--- config.mk ---
export PLATFORM = sky130hd
export DESIGN_NAME = mul7_driver
export DESIGN_NICKNAME = d
export VERILOG_FILES = /design/src/rtl/mul7_pkg.sv /design/src/rtl/mod7_residue.sv /design/src/rtl/mul7_driver.sv
export SDC_FILE = /design/constraint.sdc
export NUM_CORES = 1
export LEC_CHECK = 0
export ABC_AREA = 1
export ABC_CLOCK_PERIOD_IN_PS = 2820
export CAP_MARGIN = 30
export CORE_UTILIZATION = 55
export CTS_CLUSTER_SIZE = 30
export DETAILED_ROUTE_END_ITERATION = 8
export DONT_BUFFER_PORTS = 1
export MAX_ROUTING_LAYER = met4
export PLACE_DENSITY_LB_ADDON = 0.15
export SYNTH_ARGS = -nofsm -noshare
export SYNTH_HDL_FRONTEND = slang
export SYNTH_SLANG_ARGS = --single-unit
--- constraint.sdc ---
create_clock -name clk -period 2.82 [get_ports clk]
set_input_delay 0.564 -clock clk [delete_from_list [all_inputs] [get_ports clk]]
set_output_delay 0.564 -clock clk [all_outputs]
set_load 0.05 [all_outputs]
--- src/rtl/mul7_pkg.sv ---
// rtl/mul7_pkg.sv - shared types, constants and mod-7 helper for the MUL7 driver
package mul7_pkg;

  localparam int WORD_W = 32;

  // 2^32 mod 7 is 4, so a carry out of the word adder removes 4, i.e. adds 3
  localparam logic [2:0] WRAP_ADJ = 3'd3;

  typedef enum logic [2:0] {
    IDLE = 3'd0,
    PREP = 3'd1,
    SEND = 3'd2,
    WAIT = 3'd3,
    ADV  = 3'd4,
    DONE = 3'd5
  } state_t;

  // Sum of two residues already reduced to 0..6
  function automatic logic [2:0] mod7_add(input logic [2:0] a, input logic [2:0] b);
    logic [3:0] s;
    s = {1'b0, a} + {1'b0, b};
    if (s >= 4'd7) s = s - 4'd7;
    return s[2:0];
  endfunction

endpackage

--- src/rtl/mod7_residue.sv ---
// rtl/mod7_residue.sv - serial MSB-first mod-7 residue of a 32-bit word
module mod7_residue
  import mul7_pkg::*;
(
  input  logic              clk,
  input  logic              rst,
  input  logic              load,
  input  logic [WORD_W-1:0] din,
  output logic              busy,
  output logic [2:0]        res
);

  logic [WORD_W-1:0] shreg;
  logic [5:0]        bit_cnt;
  logic [3:0]        dbl;
  logic [3:0]        nxt;

  // r = (2r + b) mod 7; 2r + b never exceeds 13, so one subtraction suffices
  always_comb begin
    dbl = {res, shreg[WORD_W-1]};
    nxt = (dbl >= 4'd7) ? (dbl - 4'd7) : dbl;
  end

  // Shift one bit per cycle for WORD_W cycles after load; result holds afterwards
  always_ff @(posedge clk) begin
    if (rst) begin
      shreg   <= '0;
      bit_cnt <= '0;
      res     <= '0;
    end else if (load) begin
      shreg   <= din;
      bit_cnt <= 6'(WORD_W);
      res     <= '0;
    end else if (bit_cnt != 6'd0) begin
      shreg   <= {shreg[WORD_W-2:0], 1'b0};
      bit_cnt <= bit_cnt - 6'd1;
      res     <= nxt[2:0];
    end
  end

  assign busy = (bit_cnt != 6'd0);

endmodule

--- src/rtl/mul7_driver.sv ---
// rtl/mul7_driver.sv - sequence initiator and checker for the MUL7 detector handshake
module mul7_driver
  import mul7_pkg::*;
#(
  parameter int TIMEOUT = 64,
  parameter int CNT_W   = 16
) (
  input  logic              clk,
  input  logic              rst,
  input  logic              start,
  input  logic [WORD_W-1:0] base,
  input  logic [WORD_W-1:0] step,
  input  logic [CNT_W-1:0]  count,
  output logic              busy,
  output logic [WORD_W-1:0] src,
  output logic              src_valid,
  input  logic              ready,
  input  logic              res,
  input  logic              res_valid,
  output logic              done,
  output logic [CNT_W-1:0]  hits,
  output logic [CNT_W-1:0]  errors
);

  localparam int TW = $clog2(TIMEOUT + 1);

  state_t            state;
  logic [WORD_W-1:0] word;
  logic [WORD_W-1:0] step_q;
  logic [CNT_W-1:0]  remaining;
  logic [2:0]        residue;
  logic [TW-1:0]     tcnt;

  logic              res_load;
  logic              base_busy;
  logic              step_busy;
  logic [2:0]        base_res;
  logic [2:0]        step_res;
  logic [WORD_W:0]   sum;
  logic [2:0]        adv_res;
  logic              expect_hit;

  // Both residue units start on the accepting edge and run side by side
  assign res_load = (state == IDLE) && start;

  mod7_residue u_base_res (
    .clk  (clk),
    .rst  (rst),
    .load (res_load),
    .din  (base),
    .busy (base_busy),
    .res  (base_res)
  );

  mod7_residue u_step_res (
    .clk  (clk),
    .rst  (rst),
    .load (res_load),
    .din  (step),
    .busy (step_busy),
    .res  (step_res)
  );

  // Next word and its residue; a carry out of bit 31 is folded back in as +3
  always_comb begin
    sum        = {1'b0, word} + {1'b0, step_q};
    adv_res    = mod7_add(mod7_add(residue, step_res), sum[WORD_W] ? WRAP_ADJ : 3'd0);
    expect_hit = (residue == 3'd0);
  end

  // Sequencer: prepare residues, then one outstanding word at a time
  always_ff @(posedge clk) begin
    if (rst) begin
      state     <= IDLE;
      word      <= '0;
      step_q    <= '0;
      remaining <= '0;
      residue   <= '0;
      tcnt      <= '0;
      hits      <= '0;
      errors    <= '0;
    end else begin
      case (state)
        IDLE: begin
          if (start) begin
            word      <= base;
            step_q    <= step;
            remaining <= count;
            hits      <= '0;
            errors    <= '0;
            state     <= PREP;
          end
        end
        PREP: begin
          if (!base_busy && !step_busy) begin
            residue <= base_res;
            state   <= (remaining == '0) ? DONE : SEND;
          end
        end
        SEND: begin
          if (ready) begin
            tcnt  <= '0;
            state <= WAIT;
          end
        end
        WAIT: begin
          if (res_valid) begin
            if (res && !(&hits)) hits <= hits + 1'b1;
            if ((res != expect_hit) && !(&errors)) errors <= errors + 1'b1;
            state <= ADV;
          end else if (tcnt == TW'(TIMEOUT - 1)) begin
            if (!(&errors)) errors <= errors + 1'b1;
            state <= ADV;
          end else begin
            tcnt <= tcnt + 1'b1;
          end
        end
        ADV: begin
          word      <= sum[WORD_W-1:0];
          residue   <= adv_res;
          remaining <= remaining - 1'b1;
          state     <= (remaining == CNT_W'(1)) ? DONE : SEND;
        end
        DONE: begin
          state <= IDLE;
        end
        default: begin
          state <= IDLE;
        end
      endcase
    end
  end

  assign src       = word;
  assign src_valid = (state == SEND);
  assign busy      = (state != IDLE);
  assign done      = (state == DONE);

endmodule

# Word-level counts from Yosys, hierarchy flattened
# Cells that the tools add are included.
[word_totals]
latchBits = 0
regBits = 207
ramBits = 0
out_inout_bits = 67
n_memories = 0
rom_bits = 0
in_bits = 86
[classes]
eq_ne = 18
div_mod_pow = 0
shift = 0
order_cmp = 4
add_sub_neg = 13
n_mul = 0
n_reduce_logical = 30
muxes = 40
n_bitwise = 0
[ops]
columns = ["op", "count"]
rows = [
  ["$mux 32", 5],
  ["$mux 16", 8],
  ["$pmux 16 s2", 3],
  ["$pmux 32 s2", 1],
  ["$mux 3", 12],
  ["$add 32x32->33", 1],
  ["$add 16x1->16 const B", 2],
  ["$reduce_and 16->1", 2],
  ["$mux 6", 4],
  ["$mux 7", 3],
  ["$eq 16x1->1 const B", 1],
  ["$ge 4x3->1 const B", 4],
  ["$logic_not 16->1", 1],
  ["$sub 16x1->16 const B", 1],
  ["$pmux 3 s5", 1],
  ["$pmux 7 s2", 1],
  ["$ne 2x2->1 const B", 6],
  ["$reduce_and 4->1", 3],
  ["$reduce_bool 2->1", 6],
  ["$reduce_bool 6->1", 2],
  ["$sub 3x3->3 const B", 4],
  ["$sub 6x1->6 const B", 2],
  ["$ne 3x3->1 const B", 3],
  ["$add 7x1->7 const B", 1],
  ["other kinds (17)", 28],
]

# Longest topological paths before layout
# Gate-level depths: netlist of the first run.
[logic_depth]
depth_word = 7
mapped_depth = 20
ltp_nobuf = 20

# By module
# A second synthesis of the first run with hierarchy kept.
[hier_totals]
hier_cells = 2062
area_unflattened_um2 = 12889.9
[modules_own_cells]
columns = ["mod", "seq_area_each_um2", "instances", "cells_each", "area_each_um2"]
rows = [
  ["mul7_driver", 2502.4, 1, 1454, 8876.0],
  ["mod7_residue", 820.8, 2, 304, 2006.9],
]

# Least setup slack after synthesis of the first run
# Ideal clock, no wire load.
[synth_timing]
path_type = "register to register"
start = "reg word[0] (netlist: src[0])"
end = "reg residue[0]"
path_buffers = 0
slack_ps = -427
path_stages_with_launch = 19
arrival_time_ps = 3177
setup_ps = 70
required_time_ps = 2750
cell_sequence = "dfxtp_1 -> ha_1 -> fa_1 -> nand2_1 -> nand3_1 -> nand2_1 -> nand2_1 -> nand2_1 -> nand2_1 -> nand3_1 -> nand2_1 -> ha_1 -> fa_1 -> ha_1 -> nand3_1 -> nand2_1 -> nand2_1 -> nand3_1 -> a21oi_1"
[synth_via]
elab_chain_len = 6
word_cells_on_any_way = 7
classes_between = "3 x add/sub; 1 x order compare; 3 x mux"
[synth_lines]
columns = ["item", "line_no", "rtl"]
rows = [
  ["start: declaration", "mul7_driver.sv:28", "logic [WORD_W-1:0] word;"],
  ["start signal: assignment", "mul7_driver.sv:86", "word <= base;"],
  ["start signal: assignment", "mul7_driver.sv:119", "word <= sum[WORD_W-1:0];"],
  ["$add 32x32->33 *", "mul7_driver.sv:66", "sum = {1'b0, word} + {1'b0, step_q};"],
  ["$mux 2 *", "mul7_driver.sv:67", "adv_res = mod7_add(mod7_add(residue, step_res), sum[WORD_W] ? WRAP_ADJ : 3'd0);"],
  ["$add 3x2->4 *", "mul7_pkg.sv:21", "s = {1'b0, a} + {1'b0, b};"],
  ["$ge 4x3->1 / $sub 3x3->3 (equally long branches)", "mul7_pkg.sv:22", "if (s >= 4'd7) s = s - 4'd7;"],
  ["$mux 3 *", "mul7_pkg.sv:22", ""],
  ["$pmux 3 s2 *", "mul7_driver.sv:83", "case (state)"],
  ["end signal: assignment", "mul7_driver.sv:96", "residue <= base_res;"],
  ["end signal: assignment", "mul7_driver.sv:120", "residue <= adv_res;"],
  ["end: declaration", "mul7_driver.sv:31", "logic [2:0] residue;"],
]
# Mark *: on every way between the ends. The rest lies on a longest branch, timed or not.
# A chain may end at the register's enable or synchronous reset.

# Worst setup path in the final report of the first run
[layout_timing]
start = "reg residue[0]"
end = "reg residue[0]"
[layout_via]
elab_chain_len = 7
word_cells_on_any_way = 9
classes_between = "4 x add/sub; 2 x order compare; 3 x mux"
[layout_lines]
columns = ["item", "line_no"]
rows = [
  ["$add 3x3->4 *", "mul7_pkg.sv:21"],
  ["$ge 4x3->1 / $sub 3x3->3 (equally long branches)", "mul7_pkg.sv:22"],
  ["$mux 3 *", "mul7_pkg.sv:22"],
  ["$add 3x2->4 *", "mul7_pkg.sv:21"],
  ["$ge 4x3->1 / $sub 3x3->3 (equally long branches)", "mul7_pkg.sv:22"],
  ["$mux 3 *", "mul7_pkg.sv:22"],
  ["$pmux 3 s2 *", "mul7_driver.sv:83"],
]
# Marks and branches as above.

==> results.env, run 1 <==
PLACE.DETAILED.HPWL_MM=24.85
WORSTPATHBUFFERINVERTERCOUNT=2
POWER.STATIC_LEAKAGE_nW=6.647
FILL_CELLS=1900
INSERTION_DELAY_PS=530
FINALSETUPTNS_PS=-380.4
SYN-NUM-NETS=1975
VIOLATIONS='negative setup slack'
POWER_PER_CELL_AREA_nW_PER_UM2=875.0
PLACED_CELLS=2187
CRIT_CELLS=15
SYNTHTOLAYOUTAREAGROWTH_PCT=21.38
POST_DRT_WL_PER_CELL_UM=15.70
FINAL_CELLS=2248
WORST_R2R_STARTPOINT='residue[0]'
CORE.ROWCOUNT=53
ANTENNADIODECOUNT=0
POST-ROUTE-DRC-COUNT=0
FIN_HOLD_VIOLS=0
CRIT_PATH_START='residue[0]'
TIMING.CRITICAL_PATH.REQUIRED_PS=3260
CTS.CLK_SLEW.WORST_PATHS_PS=60
YOSYSWARNINGCOUNT=0
SETUP_WS_PS=-122.5
DRT_ITER0_MARKERS=792
DR.PASS1.ITERS=6
YS_SEQ_ELEMENTS=207
CORE_UM2=21220
CP_TOP_FAMILY='adder cells'
CRIT_CHAIN='ha_4 > inv_2 > fa_1 > inv_1 > ha_2 > nand2_2 > nand2_4 > xor2_2 > ha_4 > fa_1 > ha_4 > nand3_4 > nand3b_1 > nand3_2 > a21oi_2'
IO_PINS=153
GRTUSAGETOTAL_PCT=32.09
ANTENNA_NETS_POST_ROUTE=0
GRT_PASS1_VIAS=11720
HOLD_PATH.STARTPOINT='rst'
FIN_CRIT_SH_PCT=104.3
TIMING.CLOCK.SKEW_PS=21.81
SYNTH_EDF_COUNT=0
SYNTH.LARGEST_AREA_CELL='sky130_fd_sc_hd__dfxtp_1'
DESIGN.DIE.AREA_UM2=22380
VDD_IR_DROP_MAX_uV=749.0
P_TOTAL_mW=12.72
MAX_SLEW_MARGIN_PCT=46.23
ENDPOINT_KIND='register'
NETLIST_TOP_CELLS_COUNT='sky130_fd_sc_hd__nand2_1, sky130_fd_sc_hd__dfxtp_1, sky130_fd_sc_hd__inv_1'
CRIT_FANOUT=3
SYNTH_TOP_AREA_SHARE_PCT=34.59
FIN_UTIL_PCT=68.53
ANTENNA_FOUND_INITIAL=0
CP.ARRIVAL_PS=3380
MIN_PERIOD_PS=2943
ROUTED_WIRELENGTH_MM=35.28
FINALWEIGHTEDCONGESTION=0.9664
TIMING.CRITICAL_PATH.FROM_TYPE='register'
CTS_INSERTED_BUFFERS=24
HOLDWS_PS=110.6
MAXCLOCKFREQUENCY_MHz=339.8
YOSYS.CELL_COUNT.TOP_TYPE='sky130_fd_sc_hd__nand2_1'
AVGSYNTHCELLAREA_UM2=6.522
ROUTED_VIA_DENSITY=5.554
POSTSYNTH.TOPFLOPCELL='sky130_fd_sc_hd__dfxtp_1'
GRT-OVFL-TOTAL=0
DRIVE_GT1_SHARE_PCT=16.42
FIRST_PASS_GRT_WIRE_LENGTH_MM=56.55
STARTING_DENSITY_PCT=56.46
TIGHTESTPINTRANSITION_PS=805.3
TIMING.CRITICAL_PATH.TO='residue[0]'
SLEW_VIOL_FINAL=0
WORSTREG2REGEND='residue[0]'
WORST_CASE_SETUP_SLACK_AFTER_PLACEMENT_PS=-172.1
PORTBUFFERS=0
MAPPEDNETLISTAREA_UM2=11980
WORST-R2R-CELL-COUNT=15
MAXIMUM_NUMBER_OF_PINS_ON_ONE_NET_BEFORE_GLOBAL_ROUTE_REPAIR=117
CRITICAL_PATH.SLOWEST_CELL='sky130_fd_sc_hd__fa_1'
VERT_DIE_DIM_UM=149.6
CTS_NUM_SINKS=207
FINALINSTANCEAREA_UM2=14540
SYNTH_CELL_TYPES=51
CLOCKBUFFERDEPTH=3
DIE-WIDTH_UM=149.6
H-TREE-DEPTH=1
FINISH.NET_COUNT=2094
NETLIST_INSTANCES=1837
NETLIST_TOP_CELLS_AREA='sky130_fd_sc_hd__dfxtp_1, sky130_fd_sc_hd__nand2_1, sky130_fd_sc_hd__a21oi_1, sky130_fd_sc_hd__inv_1, sky130_fd_sc_hd__ha_1'
WORST_HOLD_PATH_TYPE='input pin to register'
CTS.ROOT.BUFFER_CELL='sky130_fd_sc_hd__clkbuf_16'
CTS_HOLD_BUF=0
UNREPAIRED_SETUP_ENDPOINTS_AFTER_GLOBAL_ROUTING='yes'
YS_SEQ_AREA_SHARE_PCT=34.59
PATH_COMMON_CELL='sky130_fd_sc_hd__ha_4'
DRV.MAX_CAP_VIOLATION_COUNT=0
YS_ASYNC_SR_FRACTION_PCT=0
RUN_STATUS='finished, violations left'
RRSETUPSLACK_PS=-120
WORST-SETUP-PATH-TYPE='register to register'
CTS_TREE='done'
WORST_PATH_LARGEST_CELL_DELAY_PS=540
DPL-INSTANCE-AREA_UM2=13260
DETAILROUTE.VIA_COUNT=12490
REPORT.FINAL.SETUP_VIOL=4
[power breakdown]
| part | switching (mW) | leakage, nW | internal (mW) |
|---|---|---|---|
| registers | 0.425 | 1.71 | 3.62 |
| logic | 3.66 | 4.54 | 1.87 |
| clock network | 1.26 | 0.397 | 1.89 |
| total | 5.34 | 6.65 | 7.38 |
[final cells by class]
| type | count | area, um^2 | share of cell area, % |
|---|---|---|---|
| inverter | 206 | 773.2 | 5.317 |
| clock inverter | 5 | 31.28 | 0.2151 |
| timing repair buffer | 165 | 1266 | 8.707 |
| multi-input combinational | 1352 | 7131 | 49.03 |
| sequential | 207 | 4219 | 29.01 |
| clock buffer | 38 | 778.2 | 5.351 |
| tap | 275 | 344.1 | 2.366 |
[placed cells by master, fill, tap and decap left out, types with 5 or more instances in the layout]
master	netlist	layout
sky130_fd_sc_hd__clkbuf_16	0	28
sky130_fd_sc_hd__nand3_1	91	86
sky130_fd_sc_hd__dfxtp_4	0	13
sky130_fd_sc_hd__buf_4	0	160
sky130_fd_sc_hd__ha_4	0	16
sky130_fd_sc_hd__xnor2_1	7	7
sky130_fd_sc_hd__nor2_1	131	129
sky130_fd_sc_hd__dfxtp_1	207	173
sky130_fd_sc_hd__o21ai_0	110	109
sky130_fd_sc_hd__clkbuf_1	43	6
sky130_fd_sc_hd__nand2_4	2	8
sky130_fd_sc_hd__nor3_1	23	22
sky130_fd_sc_hd__nand2_1	605	584
sky130_fd_sc_hd__xor2_1	32	31
sky130_fd_sc_hd__a31oi_1	48	48
sky130_fd_sc_hd__inv_2	8	11
sky130_fd_sc_hd__a21oi_1	151	147
sky130_fd_sc_hd__inv_1	198	194
sky130_fd_sc_hd__nand2_2	1	16
sky130_fd_sc_hd__a21oi_2	4	8
sky130_fd_sc_hd__dfxtp_2	0	21
sky130_fd_sc_hd__ha_1	49	32
sky130_fd_sc_hd__a311oi_1	13	13
sky130_fd_sc_hd__and2_1	5	5
sky130_fd_sc_hd__nand4_1	26	26
[worst reg2reg max path, cell delays in order, from the launching register on]
cell and delay [ps]:
sky130_fd_sc_hd__dfxtp_2 350, sky130_fd_sc_hd__ha_4 140, sky130_fd_sc_hd__inv_2 30, sky130_fd_sc_hd__fa_1 500
sky130_fd_sc_hd__inv_1 60, sky130_fd_sc_hd__ha_2 190, sky130_fd_sc_hd__nand2_2 90, sky130_fd_sc_hd__nand2_4 60
sky130_fd_sc_hd__xor2_2 150, sky130_fd_sc_hd__ha_4 160, sky130_fd_sc_hd__fa_1 540, sky130_fd_sc_hd__ha_4 180
sky130_fd_sc_hd__nand3_4 90, sky130_fd_sc_hd__nand3b_1 100, sky130_fd_sc_hd__nand3_2 80, sky130_fd_sc_hd__a21oi_2 130
[how the worst min path moves through the flow]
| stage | endpoint | slack [ps] | depth (start not counted) |
|---|---|---|---|
| final | errors[13] | 110 | 1 |
| after global routing | errors[3] | 100 | 1 |
| after CTS | errors[13] | 100 | 1 |
| after detailed placement | u_base_res.shreg[0] | 450 | 2 |
| after global placement | u_base_res.shreg[0] | 440 | 2 |
| after floorplan | u_base_res.shreg[0] | 440 | 2 |
[state kept, by name (all words and copies together) (netlist names)]
register and count:
u_base_res.res 3, step_q 32, state 3, u_base_res.shreg 32, hits 16, errors 16, u_base_res.bit_cnt 6, u_step_res.shreg 32
u_step_res.res 3, src 32, u_step_res.bit_cnt 6, residue 3, tcnt 7, remaining 16
[logic make-up (layout without fill, tap and decap cells)]
logic type,after synthesis,count (layout),share of synthesized area [%]
and+or+nand+nor,909,909,31.47
AOI/OAI and AO/OA,352,352,16.33
buffers and inverters,278,414,9.137
DFF,207,207,34.59
adders and majority gates,52,52,5.618
xor gates and xnor gates,39,39,2.851
[layer usage]
layer	vias up	part of all wire, %	GRT usage, %
met2	399	46	53.13
met4	0	2.4	9.133
met5	-	0	-
met3	77	7.3	5.000
li1	6225	-	-
met1	5785	44	40.26
[what timing repair did]
item | CTS | global route
hold endpoints to repair | 0 | 0
pin swaps | 10 | 12
buffers inserted | 15 | 3
cloned | 0 | 0
endpoints found under the setup margin | 3 | 4
gates resized for setup | 22 | 42
Note: power is estimated with default switching activity, not from simulation.
==> run 2, diff against run 1 <==
Settings changed: CTS_BUF_LIST set to sky130_fd_sc_hd__clkbuf_4.
==> results.env, run 2 (synthesized netlist as in run 1, its figures left out) <==
DRIVE_GT1_SHARE_PCT=16.74  # +0.32 points
GRT-OVFL-TOTAL=0  # unchanged
DIE-WIDTH_UM=149.6  # unchanged
MAXCLOCKFREQUENCY_MHz=336.4  # -1.0%
VDD_IR_DROP_MAX_uV=539.5  # -28%
HOLDWS_PS=52.89  # -57.75 ps
CP.ARRIVAL_PS=3580  # +200 ps
PORTBUFFERS=0  # unchanged
CRIT_FANOUT=3  # unchanged
ANTENNA_NETS_POST_ROUTE=0  # unchanged
POWER.STATIC_LEAKAGE_nW=6.960  # +4.7%
CRITICAL_PATH.SLOWEST_CELL='sky130_fd_sc_hd__fa_1'
CORE_UM2=21220  # unchanged
DRT_ITER0_MARKERS=881  # +11%
FRACTION_OF_POWER_CONSUMED_BY_SEQUENTIAL_LOGIC_PCT=32.4  # +0.6 points
PATH_COMMON_CELL='sky130_fd_sc_hd__ha_4'
WORST_CASE_SETUP_SLACK_AFTER_PLACEMENT_PS=-172.1  # unchanged
GRT_PASS1_VIAS=12270  # +4.7%
TIMING.CRITICAL_PATH.FROM_TYPE='register'
CLOCKBUFFERDEPTH=3  # unchanged
FIN_CRIT_SH_PCT=105.4  # +1.1 points
RUN_STATUS='finished, violations left'
H-TREE-DEPTH=2  # +1
CORE.ROWCOUNT=53  # unchanged
P_TOTAL_mW=12.36  # -2.8%
VERT_DIE_DIM_UM=149.6  # unchanged
POWER_PER_CELL_AREA_nW_PER_UM2=841.0  # -3.9%
DESIGN.DIE.AREA_UM2=22380  # unchanged
IO_PINS=153  # unchanged
FIN_HOLD_VIOLS=0  # unchanged
MIN_PERIOD_PS=2973  # +30.03 ps
FILL_CELLS=1933  # +1.7%
PLACE.DETAILED.HPWL_MM=24.85  # unchanged
ROUTED_WIRELENGTH_MM=36.42  # +3.2%
CTS_TREE='done'
SWITCHING_POWER_mW=5.430  # +1.6%
FINAL_CELL_MIX='sky130_fd_sc_hd__nand2_1, sky130_fd_sc_hd__inv_1, sky130_fd_sc_hd__dfxtp_1'
TIMING.CLOCK.SKEW_PS=29.99  # +8.175 ps
POST-ROUTE-DRC-COUNT=0  # unchanged
CRIT_CHAIN='ha_4 > inv_2 > fa_1 > inv_1 > ha_2 > nand2_2 > nand2_4 > xor2_2 > ha_4 > fa_1 > ha_4 > nand3_4 > nand3b_1 > nand3_2 > a21oi_2'
ANTENNA_FOUND_INITIAL=2  # +2
POWER.CLOCK.FRACTION_PCT=21.2  # -3.5 points
SWSHARE_PCT=43.91  # +1.9 points
REPORT.FINAL.SETUP_VIOL=3  # -1
TIGHTESTPINTRANSITION_PS=627.1  # -178.2 ps
COMBINATIONAL_SHARE_OF_POWER_PCT=46.4  # +2.9 points
DETAILROUTE.VIA_COUNT=12920  # +3.5%
WORST-SETUP-PATH-TYPE='register to register'
FINALSETUPTNS_PS=-354.4  # +26.03 ps
DPL-INSTANCE-AREA_UM2=13260  # unchanged
STARTING_DENSITY_PCT=56.46  # unchanged
SYNTHTOLAYOUTAREAGROWTH_PCT=22.70
MAXIMUM_NUMBER_OF_PINS_ON_ONE_NET_BEFORE_GLOBAL_ROUTE_REPAIR=68  # -42%
UNREPAIRED_SETUP_ENDPOINTS_AFTER_GLOBAL_ROUTING='yes'
ROUTED_VIA_DENSITY=5.499  # -1.0%
WORST_PATH_LARGEST_CELL_DELAY_PS=560  # +20 ps
FIRST_PASS_GRT_WIRE_LENGTH_MM=58.26  # +3.0%
MAX_SLEW_MARGIN_PCT=57.81  # +12 points
CTS_NUM_SINKS=207  # unchanged
DR.PASS1.ITERS=6  # unchanged
WORST_HOLD_PATH_TYPE='input pin to register'
CTS_INSERTED_BUFFERS=56  # +130%
ENDPOINT_KIND='register'
CTS.CLK_SLEW.WORST_PATHS_PS=70  # about the same
SLEW_VIOL_FINAL=0  # unchanged
FINISH.NET_COUNT=2171  # +3.7%
GRTUSAGETOTAL_PCT=33.33  # +1.2 points
POWER_REPORT.INTERNAL_TOTAL_mW=6.935  # -6.0%
LAYOUT_COMMONEST_CELL='sky130_fd_sc_hd__nand2_1'
POST_DRT_WL_PER_CELL_UM=15.50  # -1.3%
TIMING.CRITICAL_PATH.REQUIRED_PS=3430  # +170 ps
INSERTION_DELAY_PS=690  # +160 ps
CTS.ROOT.BUFFER_CELL='sky130_fd_sc_hd__clkbuf_4'
FINALWEIGHTEDCONGESTION=0.9664  # unchanged
VIOLATIONS='negative setup slack'
SETUP_WS_PS=-152.6  # -30.03 ps
DRV.MAX_CAP_VIOLATION_COUNT=0  # unchanged
FINALINSTANCEAREA_UM2=14700  # +1.1%
## run 2: cell type report
| type | count | area [um^2] | share of cell area (%) |
|---|---|---|---|
| well taps | 275 | 344.1 | 2.340 |
| clock inverters | 17 | 70.07 | 0.4766 |
| diodes | 2 | 5.005 | 0.03404 |
| multi-input cells | 1352 | 6943 | 47.23 |
| repair buffers | 210 | 1730 | 11.77 |
| flip-flops and latches | 207 | 4218 | 28.69 |
| clock buffers | 81 | 608.1 | 4.136 |
| inverters | 206 | 783.3 | 5.328 |
## run 2: power by group through the flow
stage / combinational [mW] / sequential [mW] / clock (mW)
2_1_floorplan: 3.36 / 4.44 / 0
3_3_place_gp: 5.13 / 4.02 / 0
3_5_place_dp: 5.24 / 4.04 / 0
4_1_cts: 5.46 / 3.99 / 2.65
5_1_grt: 6.33 / 4.07 / 2.81
6_report: 5.74 / 4.00 / 2.63
## run 2: worst paths after layout
path | startpoint | to | slack (ps) | cells past startpoint
hold / removal | step[30] | u_step_res.shreg[30] | 50 | 2
setup reg to reg | residue[0] | residue[0] | -150 | 15
setup / recovery | residue[0] | residue[0] | -150 | 15
hold reg to reg | u_step_res.bit_cnt[0] | u_step_res.bit_cnt[0] | 470 | 2
## run 2: metal layers
layer / up-vias / share of wire, % / GRT usage (%)
met4: 0 / 3.0 / 13.11
met3: 95 / 7.4 / 5.976
li1: 6410 / - / -
met2: 461 / 46 / 54.35
met1: 5956 / 44 / 40.64
met5: - / 0 / -
## run 2: through the flow
stage,std cells,utilization [%]
6_report,2350,69.28
5_1_grt,2350,69.28
4_1_cts,2337,68.43
3_5_place_dp,2187,62.47
3_3_place_gp,2187,62.47
2_1_floorplan,1837,-
## run 2: repair_timing
| item | CTS | global route |
|---|---|---|
| hold endpoints to repair | 114 | 0 |
| pin swaps | 10 | 13 |
| cloned | 0 | 0 |
| hold buffers | 48 | 0 |
| gates resized for setup | 17 | 23 |
| setup endpoints to repair | 3 | 28 |
| setup buffers | 4 | 11 |
## run 2: worst max-delay path: cells and delay by family, from the launching register on
| family | cells | cell delay (ps) |
|---|---|---|
| and+or+nand+nor | 5 | 410 |
| adders and majority gates | 6 | 1740 |
| DFF | 1 | 360 |
| buffers and inverters | 2 | 90 |
| AOI/OAI and AO/OA | 1 | 150 |
| xor gates and xnor gates | 1 | 150 |
==> run 3, diff against run 2 <==
Settings changed: CORE_MARGIN set to 1.5, CORE_UTILIZATION 55 to 60.
==> results.env, run 3 (synthesized netlist as in run 1, its figures left out) <==
MAX_SLEW_MARGIN_PCT=46.06  # -12 points
VIOLATIONS='negative setup slack'
GRT_PASS1_VIAS=11670  # -4.9%
DRIVE_GT1_SHARE_PCT=16.77  # +0.036 points
FINISH.NET_COUNT=2107  # -2.9%
CTS.ROOT.BUFFER_CELL='sky130_fd_sc_hd__clkbuf_4'
DR.PASS1.ITERS=6  # unchanged
CRIT_CELLS=15  # unchanged
ANTENNA_NETS_POST_ROUTE=0  # unchanged
POST_DRT_WL_PER_CELL_UM=15.50  # about the same
DETAILROUTE.VIA_COUNT=12600  # -2.5%
FINALWEIGHTEDCONGESTION=0.9566  # -1.0%
RUN_STATUS='finished, violations left'
UNREPAIRED_SETUP_ENDPOINTS_AFTER_GLOBAL_ROUTING='yes'
REPORT.FINAL.SETUP_VIOL=3  # unchanged
CRIT_CHAIN='ha_4 > inv_2 > fa_1 > inv_1 > ha_2 > nand2_2 > nand2_4 > xor2_2 > ha_4 > fa_1 > ha_2 > nand3_2 > nand3b_1 > nand3_2 > a21oi_2'
SLEW_VIOL_FINAL=0  # unchanged
PORTBUFFERS=0  # unchanged
H-TREE-DEPTH=2  # unchanged
IO_PINS=153  # unchanged
FIN_CRIT_SH_PCT=105.6  # +0.23 points
LAYOUT_COMMONEST_CELL='sky130_fd_sc_hd__nand2_1'
CTS_TREE='done'
TIMING.CLOCK.SKEW_PS=30.70  # +0.7095 ps
POWER_PER_CELL_AREA_nW_PER_UM2=848.0  # +0.83%
P_TOTAL_mW=11.93  # -3.5%
WORST-R2R-CELL-COUNT=15  # unchanged
FINAL_CELL_MIX='sky130_fd_sc_hd__nand2_1, sky130_fd_sc_hd__inv_1, sky130_fd_sc_hd__dfxtp_1'
CP_TOP_FAMILY='adder cells'
FIN_UTIL_PCT=72.02  # +2.7 points
WORST_HOLD_PATH_TYPE='input pin to register'
MIN_PERIOD_PS=2979  # +6.602 ps
TIMING.CRITICAL_PATH.FROM_TYPE='register'
TIMING.CRITICAL_PATH.REQUIRED_PS=3420  # about the same
ROUTED_VIA_DENSITY=5.551  # +0.94%
WORST-SETUP-PATH-TYPE='register to register'
CORE_UM2=19530  # -8.0%
HOLD_DEPTH=2  # unchanged
MAXIMUM_NUMBER_OF_PINS_ON_ONE_NET_BEFORE_GLOBAL_ROUTE_REPAIR=115  # +69%
INSERTION_DELAY_PS=670  # -20 ps
SYNTHTOLAYOUTAREAGROWTH_PCT=17.38
CTS_INSERTED_BUFFERS=53  # -5.4%
CORE.ROWCOUNT=51  # -3.8%
DESIGN.DIE.AREA_UM2=20830  # -6.9%
ANTENNA_FOUND_INITIAL=1  # -1
FINALSETUPTNS_PS=-447.3  # -92.87 ps
WORSTPATHBUFFERINVERTERCOUNT=2  # unchanged
STARTING_DENSITY_PCT=61.36  # +4.9 points
POWER.STATIC_LEAKAGE_nW=6.530  # -6.2%
MAXCLOCKFREQUENCY_MHz=335.7  # -0.22%
VDD_IR_DROP_MAX_uV=566.2  # +4.9%
DRV.MAX_CAP_VIOLATION_COUNT=0  # unchanged
CLOCKBUFFERDEPTH=3  # unchanged
PLACE.DETAILED.HPWL_MM=25.00  # +0.60%
WORST_PATH_LARGEST_CELL_DELAY_PS=500  # -60 ps
CTS.CLK_SLEW.WORST_PATHS_PS=80  # about the same
DRT_ITER0_MARKERS=842  # -4.4%
DIE-WIDTH_UM=144.3  # -3.5%
TIGHTESTPINTRANSITION_PS=807.9  # +180.8 ps
FIN_HOLD_VIOLS=0  # unchanged
CRIT_FANOUT=3  # unchanged
SETUP_WS_PS=-159.2  # -6.602 ps
FILL_CELLS=1738  # -10%
FIRST_PASS_GRT_WIRE_LENGTH_MM=55.93  # -4.0%
ROUTED_WIRELENGTH_MM=35.18  # -3.4%
POST-ROUTE-DRC-COUNT=0  # unchanged
GRTUSAGETOTAL_PCT=34.52  # +1.2 points
CP.ARRIVAL_PS=3570  # about the same
CTS_NUM_SINKS=207  # unchanged
ENDPOINT_KIND='register'
VERT_DIE_DIM_UM=144.3  # -3.5%
HOLDWS_PS=64.03  # +11.14 ps
GRT-OVFL-TOTAL=0  # unchanged
CRITICAL_PATH.SLOWEST_CELL='sky130_fd_sc_hd__fa_1'
[run 3: changes by cell type in the layout (fill, tap and decap cells not counted), sizes merged]
cell / previous run / this run
clkbuf: 81 / 79
dlygate4sd3: 47 / 0
inv: 205 / 207
buf: 163 / 149
clkinv: 17 / 8
[run 3: worst paths after layout]
kind / start / endpoint / slack, ps
setup / recovery: residue[0] / residue[0] / -160
hold / removal: step[8] / step_q[8] / 60
setup reg to reg: residue[0] / residue[0] / -160
hold reg to reg: u_step_res.bit_cnt[0] / u_step_res.bit_cnt[0] / 460
[run 3: layout make-up]
class,count,area (um^2),area share [%]
Antenna cell,2,5.005,0.03559
Clock inverter,10,41.29,0.2936
Timing Repair Buffer,149,1139,8.096
Clock buffer,79,593.1,4.217
Inverter,206,773.2,5.498
Tap cell,265,331.6,2.358
Sequential cell,207,4218,29.99
Multi-Input combinational cell,1352,6963,49.51
[run 3: per-stage QoR]
| stage | setup slack [ps] | std cells | instance area (um^2) |
|---|---|---|---|
| 2_1_floorplan | -42.14 | 1837 | 12100 |
| 3_3_place_gp | -90.24 | 2173 | 13200 |
| 3_5_place_dp | -180.0 | 2173 | 13200 |
| 4_1_cts | -110.8 | 2266 | 13960 |
| 5_1_grt | -317.4 | 2270 | 14060 |
| 6_report | -159.2 | 2270 | 14060 |
[run 3: power breakdown]
part / total, mW / switching, mW / internal (mW)
Clock: 2.50 / 1.23 / 1.27
Combinational: 5.41 / 3.65 / 1.76
Sequential: 4.02 / 0.405 / 3.61
Total: 11.9 / 5.29 / 6.64
[run 3: per-layer routing]
| layer | vias up | track usage [%] | part of all wire [%] |
|---|---|---|---|
| li1 | 6285 | - | - |
| met1 | 5735 | 44.18 | 43 |
| met2 | 485 | 55.07 | 46 |
| met3 | 95 | 6.093 | 7.7 |
| met4 | 0 | 11.91 | 3.1 |
| met5 | - | - | 0 |
[run 3: repair_timing]
item	in CTS	in global routing
setup endpoints to repair	3	3
hold buffers	1	0
hold endpoints to repair	114	0
setup buffers	3	2
pin swaps	6	7
resized for setup	19	16
